--- src/rtl/uart_rx.sv ---
// 8N1 UART receiver, LSB first: 2-FF input synchroniser, mid-bit sampling, stop-bit check,
// valid/ready byte handoff with single-cycle framing-error and overrun pulses.
module uart_rx #(
   parameter int CYCLES_PER_BIT = 434,
   parameter int HALF_BIT       = 217
) (
   input  logic       i_clk_50M,
   input  logic       i_rst,
   input  logic       i_rx,
   output logic [7:0] o_rx_data,
   output logic       o_rx_valid,
   input  logic       i_rx_ready,
   output logic       o_frame_err,
   output logic       o_overrun,
   output logic       o_busy
);

   // state  | meaning
   // IDLE   | line idle, waiting for a falling edge on rx_s
   // START  | timing to start-bit middle, rejecting glitches
   // DATA   | sampling 8 data bits at bit middles
   // STOP   | sampling stop bit, delivering or flagging the frame
   // BREAK  | line held low after a framing error; wait for idle
   typedef enum logic [2:0] {S_IDLE, S_START, S_DATA, S_STOP, S_BREAK} state_t;

   localparam logic [10:0] LP_BIT_LAST  = 11'(CYCLES_PER_BIT - 1);
   localparam logic [10:0] LP_HALF_LAST = 11'(HALF_BIT - 1);

   state_t      r_state;
   state_t      w_state_nxt;
   logic        r_rx_meta;
   logic        r_rx_s;
   logic [10:0] r_cnt;
   logic [10:0] w_cnt_nxt;
   logic [2:0]  r_idx;
   logic [2:0]  w_idx_nxt;
   logic [7:0]  r_shift;
   logic [7:0]  w_shift_nxt;
   logic        w_deliver;
   logic        w_frame_err;

   always_ff @(posedge i_clk_50M) begin
      if (i_rst) begin
         r_rx_meta <= 1'b1;
         r_rx_s    <= 1'b1;
      end else begin
         r_rx_meta <= i_rx;
         r_rx_s    <= r_rx_meta;
      end
   end

   always_ff @(posedge i_clk_50M) begin
      if (i_rst) begin
         r_state <= S_IDLE;
         r_cnt   <= '0;
         r_idx   <= '0;
         r_shift <= '0;
      end else begin
         r_state <= w_state_nxt;
         r_cnt   <= w_cnt_nxt;
         r_idx   <= w_idx_nxt;
         r_shift <= w_shift_nxt;
      end
   end

   always_comb begin
      w_state_nxt = r_state;
      w_cnt_nxt   = r_cnt + 11'd1;
      w_idx_nxt   = r_idx;
      w_shift_nxt = r_shift;
      w_deliver   = 1'b0;
      w_frame_err = 1'b0;
      case (r_state)
         S_IDLE: begin
            w_cnt_nxt = '0;
            if (!r_rx_s) w_state_nxt = S_START;
         end
         S_START: begin
            if (r_cnt == LP_HALF_LAST) begin
               w_cnt_nxt   = '0;
               w_idx_nxt   = '0;
               w_state_nxt = r_rx_s ? S_IDLE : S_DATA;
            end
         end
         S_DATA: begin
            if (r_cnt == LP_BIT_LAST) begin
               w_cnt_nxt          = '0;
               w_shift_nxt[r_idx] = r_rx_s;
               if (r_idx == 3'd7) w_state_nxt = S_STOP;
               else               w_idx_nxt   = r_idx + 3'd1;
            end
         end
         S_STOP: begin
            if (r_cnt == LP_BIT_LAST) begin
               w_cnt_nxt = '0;
               // Back to IDLE at stop-bit middle so a following start edge is not missed.
               if (r_rx_s) begin
                  w_deliver   = 1'b1;
                  w_state_nxt = S_IDLE;
               end else begin
                  w_frame_err = 1'b1;
                  w_state_nxt = S_BREAK;
               end
            end
         end
         S_BREAK: begin
            w_cnt_nxt = '0;
            if (r_rx_s) w_state_nxt = S_IDLE;
         end
         default: begin
            w_cnt_nxt   = '0;
            w_state_nxt = S_IDLE;
         end
      endcase
   end

   always_ff @(posedge i_clk_50M) begin
      if (i_rst) begin
         o_rx_data   <= '0;
         o_rx_valid  <= 1'b0;
         o_frame_err <= 1'b0;
         o_overrun   <= 1'b0;
      end else begin
         o_frame_err <= w_frame_err;
         o_overrun   <= 1'b0;
         if (w_deliver) begin
            // A pending byte being accepted this cycle frees the slot for the new one.
            if (!o_rx_valid || i_rx_ready) begin
               o_rx_data  <= r_shift;
               o_rx_valid <= 1'b1;
            end else begin
               o_overrun <= 1'b1;
            end
         end else if (o_rx_valid && i_rx_ready) begin
            o_rx_valid <= 1'b0;
         end
      end
   end

   assign o_busy = (r_state != S_IDLE);

endmodule

--- config.mk ---
export PLATFORM = sky130hd
export DESIGN_NAME = uart_rx
export DESIGN_NICKNAME = d
export VERILOG_FILES = /design/src/rtl/uart_rx.sv
export SDC_FILE = /design/constraint.sdc
export NUM_CORES = 1
export LEC_CHECK = 0
export CAP_MARGIN = 10
export CORE_UTILIZATION = 29
export DETAILED_ROUTE_END_ITERATION = 12
export PLACE_DENSITY_LB_ADDON = 0.1
export SLEW_MARGIN = 20
export SYNTH_ARGS = -nofsm -noshare
export SYNTH_HDL_FRONTEND = slang
export SYNTH_SLANG_ARGS = --single-unit
--- constraint.sdc ---
create_clock -name i_clk_50M -period 1.9 [get_ports i_clk_50M]
set_input_delay 0.57 -clock i_clk_50M [delete_from_list [all_inputs] [get_ports i_clk_50M]]
set_output_delay 0.57 -clock i_clk_50M [all_outputs]
set_load 0.05 [all_outputs]
==> results of run 1 <==
area by class of cell:
cell class              count  share of cell area [%]
clock inverters             2                   0.581
clock buffers               6                    3.83
flip-flops and latches     38                    35.3
repair buffers             25                    9.65
multi-input cells         138                    45.2
well taps                  75                    4.36
inverters                   6                    1.05
path summary, 6_finish.rpt:
check / startpoint / end / depth (start not counted)
min: r_rx_meta$_SDFF_PP1_ / r_rx_s$_SDFF_PP1_ / 1
max: r_state[2]$_SDFFE_PP0P_ / o_busy / 2
max reg2reg: r_idx[1]$_SDFFE_PP0P_ / r_idx[0]$_SDFFE_PP0P_ / 6
min reg2reg: r_rx_meta$_SDFF_PP1_ / r_rx_s$_SDFF_PP1_ / 1
cells by family (layout without fill, tap and decap cells):
logic type	Yosys count	after routing	synth area share (%)
AND/OR/NAND/NOR	94	94	31.8
flip-flops	38	38	42.6
XOR/XNOR	9	9	4.41
adder cells (fa/ha/maj)	5	5	3.50
AO/OA/AOI/OAI	11	11	4.06
buffers and inverters	13	39	2.94
multiplexers	19	19	10.7
synthesized netlist by cell type, drive strengths merged:
master,instances
nand2,11
or4b,1
xnor2,7
xor2,2
buf,4
o41ai,1
a211oi,1
or3,2
nand4b,1
nand3b,1
mux2,1
clkbuf,3
inv,6
o211ai,1
and3,1
nand3,6
a21oi,3
or2,3
a31oi,2
nand4bb,1
nor2,19
and4b,2
nor2b,5
nor3b,2
ha,5
o21ai,1
dfxtp,38
a21o,2
nor3,7
and3b,2
nand4,6
and2,1
mux2i,18
nand2b,21
nor4,2
metal layers:
metal | track usage [%] | share of wire [%] | routed length (um) | up-vias
met2 | 22.4 | 50 | 1790 | 12
met5 | 0 | 0 | 0 | -
met1 | 13.6 | 45 | 1610 | 637
li1 | - | - | - | 696
met4 | 5.89 | 1.4 | 51 | 0
met3 | 3.07 | 3.1 | 109 | 4
power by group through the flow:
stage               clock, mW  combinational (mW)  sequential, mW
finish                  0.581              0.0434           0.802
global route            0.650              0.0481           0.803
CTS                     0.611              0.0443           0.802
detailed placement          0              0.0443           0.821
global placement            0              0.0434           0.821
floorplan                   0              0.0270           0.819
state kept, by name, summed over array words and instances, names as in the netlist:
signal and flops:
r_cnt 11, o_rx_data 8, r_shift 8, r_idx 3, r_state 3, o_frame_err 1
o_overrun 1, o_rx_valid 1, r_rx_meta 1, r_rx_s 1
critical path: stages (launching register included):
cell and delay [ns]:
dfxtp_1 0.39, or3_1 0.39, buf_4 0.19
==> impl_results.md, run 1 <==
- Worst EP required: 1.33 ns
- Net Count, Synth: 198
- Vias/cell: 4.65
- Share of layout cells above drive strength 1: 18.1%
- Tot GR Track Use: 12.5%
- GP Congestion: 0.812
- Final Cell Area: 2150 sq um
- FMAX: 546 MHz
- PostCTS Resize Cnt: 0
- Syn Inst Count: 189
- # clock sinks: 38
- Clk buf depth: 2
- Clock transition at path regs: 0.07 ns
- Seq. cell area: 761 sq um
- Htree depth: 2
- Final period utilization: 96.4%
- Dpl cells: 282
- Largest net degree at the start of global routing: 17
- Final hold violations: 0
- Vias in the first global route: 1347
- Peak supply drop: 0.000387 V
- Part of the power in combinational logic: 3.0%
- Starting density of the core: 30.2%
- Post-CTS setup buffer count: 0
- Total congestion overflow: 0
- Antenna viol nets, final: 0
- Worst Path Max Fanout: 8
- Seq cells post-synth: 38
- Flop pwr share: 56.2%
- DR vias: 1349
- Final number of setup-violating endpoints: 0
- Yosys cell types: 41
- Later-pin clock latency in the skew report: 0.29 ns
- # IOs: 16
- Post-DR wirelength/cell: 12.3 um
- Drt first pass iters: 4
- Rel. slew slack: 61.8%
- First-pass GRT wire length: 6020 um
- Post-CTS Hold Buffers: 0
- Area post-placement: 2060 sq um
- Area grow syn2layout: 20.5%
- Max-cap viol count: 0
- Antenna violations before repair: 0
- Register area share after synthesis: 42.6%
- Die Width: 80.5 um
- Sw power: 312 uW
- Hold Path Class: reg2reg
- Final Critical Period: 1.83 ns
- Commonest non-fill, non-tap cell in the layout: dfxtp_1
- Synth Cell Area: 1790 sq um
- Power Total: 1.43 mW
- Finished Core Util: 36.4%
- Power Dens Cells: 662 nW/um^2
- TritonCTS clock tree: yes
- Setup ws final: 0.0675 ns
- Hold Slack: 0.414 ns
- Commonest non-fill, non-tap cells in the layout: dfxtp_1, nand2b_1, buf_4
- Final Max Slew Viols: 0
- Root Buffer: clkbuf_8
- Pre-CTS WS: 0.00695 ns
- Die Y-Extent: 80.5 um
- Worst-margin pin slew: 0.572 ns
- Ant diodes: 0
- Switching Share: 21.9%
- Setup TNS Final: 0 ns
- Drt drc: 0
- Skew final: 0.00582 ns
- DIE AREA: 6480 sq um
- Cell Int Power: 1.11 mW
- Total CTS buffers: 5
- Mean post-synth cell area: 9.45 sq um
- Synth area leaders: dfxtp_1, mux2i_1, nand2b_1
- Part of the power in the clock network: 40.7%
- PortBufs: 15
- Fillers: 624
- Row count: 28
- Area of the multi-input gates: 973 sq um
- Core area: 5920 sq um
- CP Launch Type: register
- Fin nets: 223
- Leak: 0.876 nW
- Status: complete, no violations
- Post-DP HPWL: 2720 um
- Critical path capture point type: output pin
- RSZ-0062 raised after global routing: no
- Syn. warnings: 0
- CP arrival: 1.26 ns
- Post-Route WL: 3560 um
- Synth top area share: 42.6%
- Worst reg2reg setup slack: 0.16 ns
- DR iter-0 viols: 29
- Critical path type: reg2out
- Area leader, netlist: dfxtp_1
- Final Non-Filler Cells: 290
Note: power is estimated with default switching activity, not from simulation.
==> inputs of run 2 (changes only) <==
--- a/config.mk
+++ b/config.mk
@@ -7,8 +7,10 @@
 export LEC_CHECK = 0
 export CAP_MARGIN = 10
 export CORE_UTILIZATION = 29
+export CTS_CLUSTER_SIZE = 25
 export DETAILED_ROUTE_END_ITERATION = 12
 export PLACE_DENSITY_LB_ADDON = 0.1
+export SETUP_SLACK_MARGIN = 0.15
 export SLEW_MARGIN = 20
 export SYNTH_ARGS = -nofsm -noshare
 export SYNTH_HDL_FRONTEND = slang
==> impl_results.md, run 2 (same netlist as run 1, synthesis figures left out) <==
- Max reg flops: 11 (unchanged)
- Largest net degree at the start of global routing: 17 (unchanged)
- Drt drc: 0 (unchanged)
- Most flop-heavy register: r_cnt (unchanged)
- FMAX: 573 MHz (was 546 MHz)
- Fin nets: 224 (was 223)
- Setup TNS Final: 0 ns (unchanged)
- Critical path capture point type: output pin (unchanged)
- CP Launch Type: register (unchanged)
- Die Y-Extent: 80.5 um (unchanged)
- Ant diodes: 0 (unchanged)
- Skew final: 0.00535 ns (was 0.00582 ns)
- Worst reg2reg setup slack: 0.22 ns (was 0.16 ns)
- Final hold violations: 0 (unchanged)
- Worst Path Max Fanout: 4 (was 8)
- Critical R2R Launch: r_idx[1]$_SDFFE_PP0P_ (unchanged)
- Critical path type: reg2out (unchanged)
- Final number of setup-violating endpoints: 0 (unchanged)
- First-pass GRT wire length: 6040 um (was 6020 um)
- Share of layout cells above drive strength 1: 20.8% (was 18.1%)
- Starting density of the core: 30.2% (unchanged)
- Final Critical Period: 1.75 ns (was 1.83 ns)
- Clk buf depth: 2 (unchanged)
- PortBufs: 15 (unchanged)
- Core area: 5920 sq um (unchanged)
- Peak supply drop: 0.000386 V (was 0.000387 V)
- Rel. slew slack: 62.0% (was 61.8%)
- Final Cell Area: 2180 sq um (was 2150 sq um)
- Clock transition at path regs: 0.07 ns (about the same)
- GP Congestion: 0.812 (unchanged)
- Row count: 28 (unchanged)
- Area post-placement: 2060 sq um (unchanged)
- TritonCTS clock tree: yes (unchanged)
- DR iter-0 viols: 25 (was 29)
- Hold depth: 1 (unchanged)
- RSZ-0062 raised after global routing: yes (was no)
- Post-DR wirelength/cell: 12.2 um (was 12.3 um)
- Max-cap viol count: 0 (unchanged)
- Root Buffer: clkbuf_8 (unchanged)
- Drt first pass iters: 4 (unchanged)
- Status: complete, no violations (unchanged)
- Hold Path Class: reg2reg (unchanged)
- Leak: 0.888 nW (was 0.876 nW)
- Total CTS buffers: 5 (unchanged)
- Area grow syn2layout: 22.3% (was 20.5%)
- Total congestion overflow: 0 (unchanged)
- Post-Route WL: 3560 um (unchanged)
- Top flop regs: r_cnt x11, o_rx_data x8, r_shift x8 (unchanged)
- Vias in the first global route: 1349 (was 1347)
- Htree depth: 2 (unchanged)
- Final Max Slew Viols: 0 (unchanged)
- Antenna viol nets, final: 0 (unchanged)
- DIE AREA: 6480 sq um (unchanged)
- Commonest non-fill, non-tap cells in the layout: dfxtp_1, nand2b_1, buf_4 (unchanged)
- Endpoint, Worst Hold: r_rx_s$_SDFF_PP1_ (unchanged)
- Power Dens Cells: 652 nW/um^2 (was 662 nW/um^2)
- Vias/cell: 4.65 (about the same)
- Commonest non-fill, non-tap cell in the layout: dfxtp_1 (unchanged)
- Final period utilization: 91.9% (was 96.4%)
- R2R cell count: 6 (unchanged)
- Worst-margin pin slew: 0.568 ns (was 0.572 ns)
- DR vias: 1354 (was 1349)
- Die Width: 80.5 um (unchanged)
- Antenna violations before repair: 0 (unchanged)
- Later-pin clock latency in the skew report: 0.29 ns (about the same)
- Reg2Reg Capture Point: r_idx[0]$_SDFFE_PP0P_ (unchanged)
- HP Start: r_rx_meta$_SDFF_PP1_ (unchanged)
- Power Total: 1.42 mW (was 1.43 mW)
- Tot GR Track Use: 12.6% (was 12.5%)
- # clock sinks: 38 (unchanged)
- Worst EP required: 1.33 ns (about the same)
- Post-DP HPWL: 2720 um (unchanged)
- # IOs: 16 (unchanged)
- CP arrival: 1.18 ns (was 1.26 ns)
-- run 2: cell type report --
cell class	count	area, sq um
clock buffer	6	82.6
clock inverter	2	12.5
fill	622	3740
inverter	6	22.5
multi-input combinational	138	988
sequential	38	766
tap	75	93.8
timing repair buffer	26	219
-- run 2: power breakdown --
group          switching [mW]  internal [mW]  total, mW
sequential            0.00342          0.797      0.801
combinational          0.0199         0.0245     0.0444
clock                   0.287          0.292      0.579
total                   0.311           1.11       1.42
-- run 2: worst max-delay path: stages (launching register included) --
cell	delay, ns
dfxtp_4	0.36
or3_4	0.38
buf_6	0.16
-- run 2: metrics by stage --
step | hold slack, ns | util [%] | setup slack, ns | std cells
after global routing | 0.435 | 36.9 | 0.115 | 291
after detailed placement | 0.399 | 34.8 | 0.00695 | 282
after CTS | 0.418 | 36.6 | 0.134 | 291
final | 0.413 | 36.9 | 0.153 | 291
after global placement | 0.399 | 34.8 | 0.0531 | 282
after floorplan | 0.389 | - | 0.304 | 189
-- run 2: worst max path at each step --
stage                                       start                       to  slack (ns)
after detailed placement                    i_rst  r_shift[6]$_SDFFE_PP0P_       0.007
after CTS                 r_state[2]$_SDFFE_PP0P_                   o_busy        0.13
after global placement                      i_rst  r_state[0]$_SDFFE_PP0P_        0.05
after global routing      r_state[2]$_SDFFE_PP0P_                   o_busy        0.12
after floorplan             r_idx[0]$_SDFFE_PP0P_    r_idx[0]$_SDFFE_PP0P_        0.30
final                     r_state[2]$_SDFFE_PP0P_                   o_busy        0.15
-- run 2: layer usage --
metal	track usage (%)	wire length, um
met5	0	0
met1	13.8	1610
met3	3.07	102
met4	5.89	46
met2	22.5	1800
-- run 2: timing repair --
item / 4_1_cts / 5_1_grt
pin swaps: 0 / 1
setup buffers: 1 / 0
hold buffers: 0 / 0
setup endpoints to repair: 1 / 14
resized for setup: 4 / 3
